[src/rtl/freq_estimator_if.sv]
// freq_estimator_if: sample stream in, frequency measurement out.
// The master side feeds samples; the slave side is the estimator.
interface freq_estimator_if #(
    parameter int AMPLITUDE_BITS       = 24,
    parameter int FREQUENCY_TOTAL_BITS = 22
);
    logic                            sample_valid;
    logic [AMPLITUDE_BITS-1:0]       sample;
    logic                            freq_valid;
    logic [FREQUENCY_TOTAL_BITS-1:0] freq;
    logic                            busy;
    logic                            overrun;

    modport master (
        output sample_valid, sample,
        input  freq_valid, freq, busy, overrun
    );

    modport slave (
        input  sample_valid, sample,
        output freq_valid, freq, busy, overrun
    );
endinterface

[src/rtl/freq_estimator.sv]
// freq_estimator: measures the period between rising zero crossings of a
// signed sample stream and converts it to a UQ15.7 frequency with a
// restoring shift-subtract divider (fixed 34-clock latency).
// Optional build macro FREQ_ESTIMATOR_AVERAGE_EN: average over four periods.
module freq_estimator #(
    parameter int unsigned SAMPLE_RATE_HZ = 48000,
    parameter int          PERIOD_BITS    = 16,
    parameter logic [23:0] HYSTERESIS     = 24'd4096
) (
    input  logic           clk,
    input  logic           reset_n,
    freq_estimator_if.slave bus
);
    localparam int AMPLITUDE_BITS = 24;
    localparam int FREQ_BITS      = 22;

`ifdef FREQ_ESTIMATOR_AVERAGE_EN
    localparam logic [31:0] DIVIDEND = 32'(SAMPLE_RATE_HZ) << 9;
`else
    localparam logic [31:0] DIVIDEND = 32'(SAMPLE_RATE_HZ) << 7;
`endif

    // Counter value at which one more non-crossing sample means timeout.
    localparam logic [PERIOD_BITS-1:0] COUNT_TIMEOUT = {{(PERIOD_BITS-1){1'b1}}, 1'b0};
    localparam logic signed [AMPLITUDE_BITS-1:0] HYST_POS = $signed(HYSTERESIS);
    localparam logic signed [AMPLITUDE_BITS-1:0] HYST_NEG = -$signed(HYSTERESIS);

    typedef enum logic {WAIT_FIRST, MEASURE} state_t;

    state_t                   state_reg, state_next;
    logic [PERIOD_BITS-1:0]   counter_reg, counter_next;
    logic                     armed_reg, armed_next;
    logic                     load_div, emit_zero, set_overrun;
    logic [31:0]              divisor_load;
    logic [PERIOD_BITS-1:0]   period;
`ifdef FREQ_ESTIMATOR_AVERAGE_EN
    logic [17:0]              acc_reg, acc_next, acc_sum;
    logic [1:0]               acc_cnt_reg, acc_cnt_next;
`endif

    logic                     busy_reg, freq_valid_reg, overrun_reg;
    logic [FREQ_BITS-1:0]     freq_reg, result_reg;
    logic [31:0]              rem_reg, quo_reg, divisor_reg;
    logic [5:0]               step_reg;
    logic [32:0]              rem_shift, rem_diff;
    logic                     quo_bit;
    logic                     div_idle, crossing, below_neg, above_pos;
    logic signed [AMPLITUDE_BITS-1:0] sample_s;

    assign sample_s  = $signed(bus.sample);
    assign below_neg = sample_s < HYST_NEG;
    assign above_pos = sample_s >= HYST_POS;
    assign crossing  = bus.sample_valid && armed_reg && above_pos;
    // The result cycle also counts as busy so a latch never coincides with freq_valid.
    assign div_idle  = !busy_reg && !freq_valid_reg;
    assign period    = counter_reg + 1'b1;

    // Next-state logic: hysteresis arming, period counting, divider launch.
    always_comb begin
        state_next   = state_reg;
        counter_next = counter_reg;
        armed_next   = armed_reg;
        load_div     = 1'b0;
        emit_zero    = 1'b0;
        set_overrun  = 1'b0;
        divisor_load = '0;
`ifdef FREQ_ESTIMATOR_AVERAGE_EN
        acc_next     = acc_reg;
        acc_cnt_next = acc_cnt_reg;
        acc_sum      = acc_reg + 18'(period);
`endif
        if (bus.sample_valid) begin
            if (crossing) begin
                armed_next = 1'b0;
            end else if (below_neg) begin
                armed_next = 1'b1;
            end
            case (state_reg)
                WAIT_FIRST: begin
                    if (crossing) begin
                        counter_next = '0;
                        state_next   = MEASURE;
                    end
                end
                MEASURE: begin
                    if (crossing) begin
                        counter_next = '0;
`ifdef FREQ_ESTIMATOR_AVERAGE_EN
                        if (acc_cnt_reg == 2'd3) begin
                            acc_next     = '0;
                            acc_cnt_next = '0;
                            divisor_load = 32'(acc_sum);
                            if (div_idle) load_div = 1'b1;
                            else          set_overrun = 1'b1;
                        end else begin
                            acc_next     = acc_sum;
                            acc_cnt_next = acc_cnt_reg + 1'b1;
                        end
`else
                        divisor_load = 32'(period);
                        if (div_idle) load_div = 1'b1;
                        else          set_overrun = 1'b1;
`endif
                    end else if (counter_reg == COUNT_TIMEOUT) begin
                        counter_next = '0;
                        armed_next   = 1'b0;
                        state_next   = WAIT_FIRST;
                        if (div_idle) emit_zero = 1'b1;
                        else          set_overrun = 1'b1;
                    end else begin
                        counter_next = counter_reg + 1'b1;
                    end
                end
                default: state_next = WAIT_FIRST;
            endcase
        end
`ifdef FREQ_ESTIMATOR_AVERAGE_EN
        // Any partial sum is worthless once lock is lost.
        if (state_next == WAIT_FIRST) begin
            acc_next     = '0;
            acc_cnt_next = '0;
        end
`endif
    end

    // Measurement state registers.
    always_ff @(posedge clk) begin
        if (!reset_n) begin
            state_reg   <= WAIT_FIRST;
            counter_reg <= '0;
            armed_reg   <= 1'b0;
`ifdef FREQ_ESTIMATOR_AVERAGE_EN
            acc_reg     <= '0;
            acc_cnt_reg <= '0;
`endif
        end else begin
            state_reg   <= state_next;
            counter_reg <= counter_next;
            armed_reg   <= armed_next;
`ifdef FREQ_ESTIMATOR_AVERAGE_EN
            acc_reg     <= acc_next;
            acc_cnt_reg <= acc_cnt_next;
`endif
        end
    end

    // One restoring step: shift in the next dividend bit, subtract if it fits.
    assign rem_shift = {rem_reg, quo_reg[31]};
    assign rem_diff  = rem_shift - {1'b0, divisor_reg};
    assign quo_bit   = rem_shift >= {1'b0, divisor_reg};

    // Divider sequence: 32 quotient steps, one saturation step, one result step.
    always_ff @(posedge clk) begin
        if (!reset_n) begin
            busy_reg       <= 1'b0;
            freq_valid_reg <= 1'b0;
            overrun_reg    <= 1'b0;
            freq_reg       <= '0;
            result_reg     <= '0;
            rem_reg        <= '0;
            quo_reg        <= '0;
            divisor_reg    <= '0;
            step_reg       <= '0;
        end else begin
            freq_valid_reg <= 1'b0;
            if (set_overrun) overrun_reg <= 1'b1;
            if (load_div) begin
                busy_reg    <= 1'b1;
                rem_reg     <= '0;
                quo_reg     <= DIVIDEND;
                divisor_reg <= divisor_load;
                step_reg    <= '0;
            end else if (busy_reg) begin
                if (step_reg < 6'd32) begin
                    rem_reg  <= quo_bit ? rem_diff[31:0] : rem_shift[31:0];
                    quo_reg  <= {quo_reg[30:0], quo_bit};
                    step_reg <= step_reg + 1'b1;
                end else if (step_reg == 6'd32) begin
                    result_reg <= (|quo_reg[31:FREQ_BITS]) ? '1 : quo_reg[FREQ_BITS-1:0];
                    step_reg   <= step_reg + 1'b1;
                end else begin
                    freq_valid_reg <= 1'b1;
                    freq_reg       <= result_reg;
                    busy_reg       <= 1'b0;
                end
            end else if (emit_zero) begin
                freq_valid_reg <= 1'b1;
                freq_reg       <= '0;
            end
        end
    end

    assign bus.freq_valid = freq_valid_reg;
    assign bus.freq       = freq_reg;
    assign bus.busy       = busy_reg;
    assign bus.overrun    = overrun_reg;
endmodule

[src/flat_wrapper.sv]
// flat-port wrapper written by rule: the top's interface ports become plain ports
module freq_estimator_flat 
#(
    parameter int unsigned SAMPLE_RATE_HZ = 48000,
    parameter int          PERIOD_BITS    = 16,
    parameter logic [23:0] HYSTERESIS     = 24'd4096
)
  (clk, reset_n, bus_sample_valid, bus_sample, bus_freq_valid, bus_freq, bus_busy, bus_overrun);
  freq_estimator_if bus_i ();
  input  logic clk;
  input  logic reset_n;
  input wire logic [$bits(bus_i.sample_valid)-1:0] bus_sample_valid;
  input wire logic [$bits(bus_i.sample)-1:0] bus_sample;
  output wire logic [$bits(bus_i.freq_valid)-1:0] bus_freq_valid;
  output wire logic [$bits(bus_i.freq)-1:0] bus_freq;
  output wire logic [$bits(bus_i.busy)-1:0] bus_busy;
  output wire logic [$bits(bus_i.overrun)-1:0] bus_overrun;
  assign bus_i.sample_valid = bus_sample_valid;
  assign bus_i.sample = bus_sample;
  assign bus_freq_valid = bus_i.freq_valid;
  assign bus_freq = bus_i.freq;
  assign bus_busy = bus_i.busy;
  assign bus_overrun = bus_i.overrun;
  freq_estimator #(.SAMPLE_RATE_HZ(SAMPLE_RATE_HZ), .PERIOD_BITS(PERIOD_BITS), .HYSTERESIS(HYSTERESIS)) u_core (.clk(clk), .reset_n(reset_n), .bus(bus_i));
endmodule
[config.mk]
export PLATFORM = sky130hd
export DESIGN_NAME = freq_estimator_flat
export DESIGN_NICKNAME = d
export VERILOG_FILES = /design/src/rtl/freq_estimator_if.sv /design/src/rtl/freq_estimator.sv /design/src/flat_wrapper.sv
export SDC_FILE = /design/constraint.sdc
export NUM_CORES = 1
export LEC_CHECK = 0
export CORE_ASPECT_RATIO = 1.25
export CORE_MARGIN = 1.5
export CORE_UTILIZATION = 39
export DETAILED_ROUTE_END_ITERATION = 8
export PLACE_DENSITY_LB_ADDON = 0.05
export SLEW_MARGIN = 10
export SYNTH_ARGS = -nofsm -noshare
export SYNTH_HDL_FRONTEND = slang
export SYNTH_SLANG_ARGS = --single-unit
[constraint.sdc]
create_clock -name clk -period 5.6 [get_ports clk]
set_input_delay 1.68 -clock clk [delete_from_list [all_inputs] [get_ports clk]]
set_output_delay 1.68 -clock clk [all_outputs]
set_load 0.02 [all_outputs]
# Yosys cells after proc, flatten, opt, wreduce, memory -nomap -nowiden
# Cells that the tools add are included.
[word_totals] regBits=167 output_inout_bits=25
[classes] addsub=3 magnitude_cmp=4 n_eq_ne=5 mux=48 bitwise_logic=4 n_reduce_logical=17
[op_table] cell="$mux W22" n=5
[op_table] cell="$mux W32" n=3
[op_table] cell="$mux W23" n=3
[op_table] cell="$mux W16" n=4
[op_table] cell="$ge A33 B32 Y1" n=1
[op_table] cell="$pmux W16 S2" n=1
[op_table] cell="$sub A32 B32 Y32" n=1
[op_table] cell="$mux W1" n=29
[op_table] cell="$ge A24 B14 Y1 const B" n=1
[op_table] cell="$lt A24 B13 Y1 const B" n=1
[op_table] cell="$add A16 B1 Y16 const B" n=1
[op_table] cell="$eq A16 B16 Y1 const B" n=1
[op_table] cell="$mux W6" n=2
[op_table] cell="$reduce_or A10 Y1" n=1
[op_table] cell="$reduce_and A2 Y1" n=4
[op_table] cell="$reduce_and A4 Y1" n=2
[op_table] cell="$reduce_bool A2 Y1" n=4
[op_table] cell="$add A6 B1 Y6 const B" n=1
[op_table] cell="$eq A6 B6 Y1 const B" n=1
[op_table] cell="$lt A6 B6 Y1 const B" n=1
[op_table] cell="$ne A2 B2 Y1 const B" n=2
[op_table] cell="$not A1 Y1" n=4
[op_table] cell="$logic_and A1 B1 Y1" n=3
[op_table] cell="$logic_not A1 Y1" n=2
[op_table] cell="other kinds (3)" n=3

# Logic depth before layout (Yosys ltp)
# Gate-level depths: netlist of the first run.
[depth] word_depth=9 ltp_mapped=13 mapped_depth_nobuf=11

# Worst setup path before layout of the first run
# OpenSTA, ideal clock, no wires.
[synth_path] path_kind="input port to flip-flop" from="input bus_sample[16]" to="register u_core.counter_reg[12]" setup_time_ns=0.070 arrival_ns=3.176 path_slack_ns=2.354 cell_stages=8 path_buffers=1 path_cell_list="nor4_1 > nand3_1 > and4b_1 > nor3_1 > clkbuf_1 > a21o_1 > nand2_1 > a21oi_1"
[synth_via] elab_chain_len=4 elab_cells_between_ends=6 classes_between="order compare: 1; eq/ne: 1; mux: 2; reduce/logical: 2"
[synth_rtl] item="start: declaration" line_no="flat_wrapper.sv:13" rtl="input wire logic [$bits(bus_i.sample)-1:0] bus_sample;"
[synth_rtl] item="$ge A24 B14 Y1 (*)" line_no="freq_estimator.sv:52" rtl="assign above_pos = sample_s >= HYST_POS;"
[synth_rtl] item="$logic_and A1 B1 Y1 (*)" line_no="freq_estimator.sv:53" rtl="assign crossing = bus.sample_valid && armed_reg && above_pos;"
[synth_rtl] item="$mux W16 / $ne A2 B1 Y1 (equally long branches)"
[synth_rtl] item="$pmux W16 S2 / $reduce_and A2 Y1 (equally long branches)"
[synth_rtl] item="end signal: assignment" line_no="freq_estimator.sv:138" rtl="counter_reg <= counter_next;"
[synth_rtl] item="end: declaration" line_no="freq_estimator.sv:31" rtl="logic [PERIOD_BITS-1:0] counter_reg, counter_next;"
# Every way passes the cells marked *; elsewhere a longest branch is shown, timed or not.
# A chain may end at the register's enable or synchronous reset.

# Worst setup path after layout of the first run
[layout_path] from="input bus_sample_valid" to="register u_core.freq_reg[19], in the netlist u_core.bus.freq[19]"
[layout_via] elab_chain_len=7 elab_cells_between_ends=11 classes_between="mux: 6; bitwise: 1; reduce/logical: 4"
[layout_rtl] item="start: declaration" line_no="flat_wrapper.sv:12" rtl="input wire logic [$bits(bus_i.sample_valid)-1:0] bus_sample_valid;"
[layout_rtl] item="$logic_and A1 B1 Y1 (2 in a row)" line_no="freq_estimator.sv:53"
[layout_rtl] item="$mux W1" line_no="freq_estimator.sv:86" rtl="if (crossing) begin"
[layout_rtl] item="$mux W1" line_no="freq_estimator.sv:78" rtl="case (state_reg)"
[layout_rtl] item="$mux W1" line_no="freq_estimator.sv:72" rtl="if (bus.sample_valid) begin"
[layout_rtl] item="$reduce_bool A2 Y1 (no source line) / $not A1 Y1 (equally long branches)"
[layout_rtl] item="$reduce_and A4 Y1 (no source line) (*)"
[layout_rtl] item="end signal: assignment" line_no="freq_estimator.sv:183" rtl="freq_reg <= result_reg;"
[layout_rtl] item="end: declaration" line_no="freq_estimator.sv:42" rtl="logic [FREQ_BITS-1:0] freq_reg, result_reg;"
# Marks and branches as above.

==> impl_metrics.csv, run 1 <==
group,metric,value,unit
routing,ant_nets,0,
routing,drt-vias-per-instance,5.366,
floorplanning,core-area,17570,sq um
timing,relSlewSlack,32.02,%
routing,first_pass_iters,4,
logic_synthesis,synth_edf_count,0,
cts,cts_tree,"built",
setup_path,startpoint_type,"input pin",
routing,drtIter0Drc,277,
timing,maxSlewViolCount,0,
logic_synthesis,yosysUniqueCellTypes,56,
place,io_buffers,39,
cts,cts-root-buf,"clkbuf_16",
place,hpwl,10710,um
floorplanning,fp-row-count,54,
timing,worst_pin_slew,1019,ps
place,dp_slack,1283,ps
floorplanning,die_area,18920,sq um
logic_synthesis,synth_flop_cell,"dfxtp_1",
timing,setup_tns,0,ps
global_route,track_usage,17.78,%
setup_path,cp_max_fo,22,
global_route,grt_pass1_wl,26950,um
global_route,grt_max_degree,88,
logic_synthesis,postSynthAreaPerCell,8.170,sq um
routing,routedWlPerCell,14.23,um
logic_synthesis,syn-num-nets,912,
timing,skew,10.72,ps
global_route,antenna_found_initial,0,
cts,insertion_delay,420,ps
setup_path,crit_type,"in -> reg",
worst_hold_path,hold_class,"reg -> reg",
cts,cts_resized,0,
cells_and_area,fin_util,46.46,%
cells_and_area,stdcell_count,1112,
cts,postCtsHoldBufs,0,
floorplanning,start_util,40.19,%
setup_path,cpPeakStageDelay,800,ps
timing,hold_viol,0,
run_status,status,"finished, final reports clean",
logic_synthesis,synth_seq_cells,151,
pwr,powerDensity,278.8,nW/um^2
timing,setup_viol,0,
routing,routed_wl,15820,um
place,placed_cells,1080,
cells_and_area,drive_gt1_share,8.446,%
setup_path,crit_path_start,"bus_sample_valid",
floorplanning,die_h,153.4,um
logic_synthesis,synthArstFlopShare,0,%
pwr,p_leak,2.854,nW
setup_path,cpLargestDelayFamily,"simple AND/OR/NAND/NOR gates",
setup_path,required,5940,ps
cells_and_area,syn_to_final_growth,15.62,%
cts,cts_buffers,17,
pwr,p_total,2.275,mW
cts,post_cts_buffers,0,
logic_synthesis,synth_cells,864,
timing,hold_ws,447.4,ps
logic_synthesis,netlist_area,7059,sq um
cells_and_area,final_nets,923,
cts,cts.sinks,151,
cts,clk_pin_slew_worst_paths,60,ps
cts,ctsHtreeMaxLevel,4,
logic_synthesis,synth_top_area_share,42.82,%
worst_hold_path,hp-start,"u_core.bus.freq[8]",
place,postPlaceCellArea,7574,sq um
setup_path,worstPathArrival,4190,ps
floorplanning,dieWidth,123.3,um
timing,layout_worst_path_cycle_share,68.80,%
floorplanning,ioPinCount,52,
setup_path,regToRegStartpoint,"u_core.divisor_reg[6]",
setup_path,path_cells,"clkdlybuf4s50_1, nand2_1, nor3_1, nand3_1, nand2_1, and2_0, nand3_1, a21boi_0",
timing,max_freq,0.2595,GHz
setup_path,slowest_stage,"and2_0",
timing,worst_slack,1747,ps
cells_and_area,finalInstanceArea,8162,sq um
setup_path,endpoint_kind,"flip-flop",
pwr,ir_drop,0.0002090,V
logic_synthesis,synth_area_leaders,"dfxtp_1, a21oi_1, nand2_1",
cells_and_area,antenna_cells,0,
place,place.gp.congestion,0.8330,
routing,vias,5967,
setup_path,crit_buf_inv,1,
logic_synthesis,yosysTopAreaCell,"dfxtp_1",
cts,clock_path_buffers,2,
routing,drc,0,
run,maxCapViolCount,0,
global_route,grt-ovfl-total,0,
global_route,first_global_vias,5634,
timing,rsz0062_at_grt,"false",
timing,finalCriticalPeriod,3853,ps
logic_synthesis,ys_seq_area_share,42.82,%
logic_synthesis,ys_warn_count,0,
[routing by layer]
layer,GRT usage (%),vias to the layer above,routed length [um]
li1,-,3100,-
met1,21.23,2795,7365
met2,31.16,56,7922
met3,3.843,16,308
met4,5.966,0,225
met5,0,-,0
[cell usage in the layout, fill, tap and decap left out, types with 3 or more instances in the layout]
master / synthesis / final
clkinvlp_4: 0 / 3
and2_1: 6 / 6
nand3b_1: 7 / 7
a211oi_1: 28 / 28
a21boi_0: 3 / 3
nor2_1: 78 / 78
clkbuf_16: 0 / 17
clkdlybuf4s50_1: 0 / 39
o21a_1: 4 / 4
o221a_2: 22 / 22
nor4_1: 7 / 7
clkinv_2: 0 / 3
a21o_1: 9 / 9
a21oi_1: 99 / 98
nor3_1: 26 / 26
buf_4: 0 / 9
nand3_1: 41 / 41
ha_1: 20 / 20
o21ai_0: 37 / 37
inv_1: 24 / 24
dfxtp_1: 151 / 151
a211oi_2: 3 / 3
xor2_1: 17 / 17
and3_1: 6 / 6
a31oi_1: 11 / 11
nor2b_1: 8 / 7
xnor2_1: 20 / 20
nand2_1: 132 / 132
or3_1: 5 / 5
nand4_1: 8 / 8
a311oi_1: 3 / 3
[cell usage after synthesis, types with 9 or more instances]
cell and count:
a211oi_1 28, a21o_1 9, a21oi_1 99, a31oi_1 11, clkbuf_1 47, dfxtp_1 151
ha_1 20, inv_1 24, nand2_1 132, nand3_1 41, nor2_1 78, nor3_1 26
o21ai_0 37, o221a_2 22, xnor2_1 20, xor2_1 17
[power by group]
| group | internal (mW) | switching, mW |
|---|---|---|
| clock | 0.680 | 0.446 |
| combinational | 0.0285 | 0.0434 |
| sequential | 1.08 | 0.00173 |
[logic make-up (layout without fill, tap and decap cells)]
group / Yosys count / count (layout) / share of synthesized area [%]
AND/OR/NAND/NOR: 339 / 339 / 21.98
adder cells (fa/ha/maj): 21 / 21 / 3.828
buffers and inverters: 81 / 105 / 4.608
flip-flops: 151 / 151 / 42.82
AO/OA/AOI/OAI: 233 / 233 / 21.89
XOR/XNOR: 37 / 37 / 4.591
multiplexers: 2 / 2 / 0.2836
[layout make-up]
class	count	area [sq um]
clock buffers	21	460.4
clock inverters	11	123.9
fillers	1712	9405
inverters	25	93.84
multi-input cells	632	3722
flip-flops and latches	151	3023
well taps	224	280.3
repair buffers	48	457.9
[worst paths after layout]
path / cells past startpoint / endpoint / slack, ps
max: 8 / u_core.bus.freq[19] / 1750
min: 2 / u_core.bus.freq[8] / 450
max reg2reg: 10 / u_core.rem_reg[4] / 2220
min reg2reg: 2 / u_core.bus.freq[8] / 450
[worst register-to-register path, cell delays in order (launching register included)]
cell and delay (ps):
dfxtp_1 310, inv_1 60, ha_1 380, a21oi_1 240, o22ai_2 120, a211oi_1 620, o311a_4 340, and2_1 700
nor3_1 150, a211oi_1 260, nor3_1 70
No activity file was read; power rests on OpenSTA's default activity.
==> run 2: changes to the inputs <==
==> constraint.sdc (replaced) <==
create_clock -name clk -period 3.9 [get_ports clk]
set_input_delay 1.17 -clock clk [delete_from_list [all_inputs] [get_ports clk]]
set_output_delay 1.17 -clock clk [all_outputs]
set_load 0.02 [all_outputs]
==> run 2 against run 1 <==
Flip-flop and latch count unchanged. First-iteration DRC count decreased by 5.4%. Hold slack about the same. Setup slack got worse by 1100 ps. Largest cell class unchanged. Highest routed layer unchanged.
==> impl_metrics.csv, run 2 (synthesis results as in run 1) <==
group,metric,value,unit
setup_path,regToRegStartpoint,"u_core.divisor_reg[14]",
timing,layout_worst_path_cycle_share,82.46,%
cells_and_area,final_nets,930,
place,postPlaceCellArea,7626,sq um
cts,insertion_delay,420,ps
global_route,track_usage,17.84,%
setup_path,reg2reg_depth,10,
cts,clock_path_buffers,2,
global_route,antenna_found_initial,0,
cts,ctsHtreeMaxLevel,4,
setup_path,cp_num_cells,10,
run_status,status,"finished, final reports clean",
setup_path,endpoint_kind,"flip-flop",
timing,finalCriticalPeriod,3216,ps
floorplanning,dieWidth,123.3,um
cts,cts_buffers,17,
setup_path,cpPeakStageDelay,760,ps
place,io_buffers,39,
cells_and_area,antenna_cells,0,
setup_path,slowest_stage,"a2111oi_0",
setup_path,path_cells,"inv_1, ha_1, and2_1, a2111oi_0, o311a_4, and2_1, buf_4, nor3_1, a211oi_1, nor3_1",
cts,cts-root-buf,"clkbuf_16",
global_route,first_global_vias,5727,
cts,cts_resized,0,
timing,hold_viol,0,
floorplanning,die_h,153.4,um
routing,vias,5963,
cts,clk_pin_slew_worst_paths,60,ps
setup_path,startpoint_type,"flip-flop",
routing,drc,0,
routing,ant_nets,0,
run,maxCapViolCount,0,
timing,worst_pin_slew,912.0,ps
cells_and_area,final_common_cell,"dfxtp_1",
pwr,p_total,3.329,mW
cells_and_area,drive_gt1_share,9.050,%
cells_and_area,syn_to_final_growth,16.64,%
setup_path,crit_buf_inv,2,
setup_path,cpLargestDelayFamily,"compound AO/OA/AOI/OAI gates",
worst_hold_path,hold_class,"reg -> reg",
routing,first_pass_iters,4,
floorplanning,fp-row-count,54,
global_route,grt-ovfl-total,0,
pwr,powerDensity,404.3,nW/um^2
setup_path,reg2reg_to,"u_core.rem_reg[4]",
cts,cts.sinks,151,
cts,post_cts_buffers,0,
global_route,grt_pass1_wl,27330,um
timing,max_freq,0.3110,GHz
timing,maxSlewViolCount,0,
routing,drtIter0Drc,262,
floorplanning,core-area,17570,sq um
setup_path,cp_max_fo,21,
setup_path,r2r_slack,680,ps
setup_path,crit_type,"reg -> reg",
floorplanning,ioPinCount,52,
setup_path,endpoint,"u_core.rem_reg[4]",
cells_and_area,layout_common_cells,"dfxtp_1, nand2_1, a21oi_1",
floorplanning,die_area,18920,sq um
pwr,p_leak,2.895,nW
setup_path,worstPathArrival,3500,ps
routing,routedWlPerCell,14.14,um
timing,worst_slack,684.2,ps
setup_path,required,4190,ps
floorplanning,start_util,40.19,%
timing,setup_viol,0,
timing,skew,7.929,ps
cells_and_area,fill_cells,1723,
cells_and_area,finalInstanceArea,8234,sq um
place,hpwl,11020,um
routing,routed_wl,15820,um
routing,drt-vias-per-instance,5.329,
pwr,ir_drop,0.0003188,V
timing,relSlewSlack,38.34,%
cts,postCtsHoldBufs,0,
place,place.gp.congestion,0.8352,
setup_path,crit_path_start,"u_core.divisor_reg[14]",
timing,hold_ws,447.9,ps
cts,cts_tree,"built",
timing,rsz0062_at_grt,"false",
place,dp_slack,529.8,ps
global_route,grt_max_degree,63,
timing,setup_tns,0,ps
==> run 2: metrics by stage <==
| stage | std cells | utilization [%] |
|---|---|---|
| global route | 1119 | 46.87 |
| CTS | 1119 | 46.87 |
| detailed placement | 1087 | 43.41 |
| global placement | 1087 | 43.41 |
| floorplan | 864 | - |
| finish | 1119 | 46.87 |
==> run 2: worst min-delay path by stage <==
stage / start / cells past startpoint / slack [ps] / end
after floorplan: u_core.divisor_reg[2] / 2 / 440 / u_core.divisor_reg[2]
after global placement: u_core.bus.freq[16] / 2 / 440 / u_core.bus.freq[16]
after detailed placement: u_core.bus.freq[16] / 2 / 440 / u_core.bus.freq[16]
after CTS: u_core.bus.freq[8] / 2 / 450 / u_core.bus.freq[8]
after global routing: u_core.bus.freq[16] / 2 / 470 / u_core.bus.freq[16]
final: u_core.bus.freq[16] / 2 / 450 / u_core.bus.freq[16]
==> run 2: cell type report <==
class | count | area (sq um) | share of cell area (%)
inverters | 25 | 93.84 | 1.140
multi-input cells | 632 | 3719 | 45.16
flip-flops and latches | 151 | 3023 | 36.71
well taps | 224 | 280.3 | 3.404
clock buffers | 21 | 460.4 | 5.592
clock inverters | 11 | 147.6 | 1.793
repair buffers | 55 | 510.5 | 6.200
==> run 2: worst register-to-register path: stages, from the launching register on <==
cell	delay [ps]
dfxtp_1	330
inv_1	70
ha_1	360
and2_1	200
a2111oi_0	760
o311a_4	410
and2_1	220
buf_4	290
nor3_1	100
a211oi_1	280
nor3_1	70
==> run 2: routing by layer <==
| layer | GRT usage [%] | vias to the layer above | wire length [um] |
|---|---|---|---|
| met4 | 5.309 | 0 | 229 |
| met2 | 30.26 | 83 | 7744 |
| met3 | 4.216 | 20 | 495 |
| li1 | - | 3106 | - |
| met5 | 0 | - | 0 |
| met1 | 22.26 | 2754 | 7351 |
==> run 2: power breakdown <==
group          leakage, nW  internal [mW]  switching [mW]
logic                 1.39         0.0417          0.0624
clock network        0.286           1.04           0.637
registers             1.22           1.54         0.00224
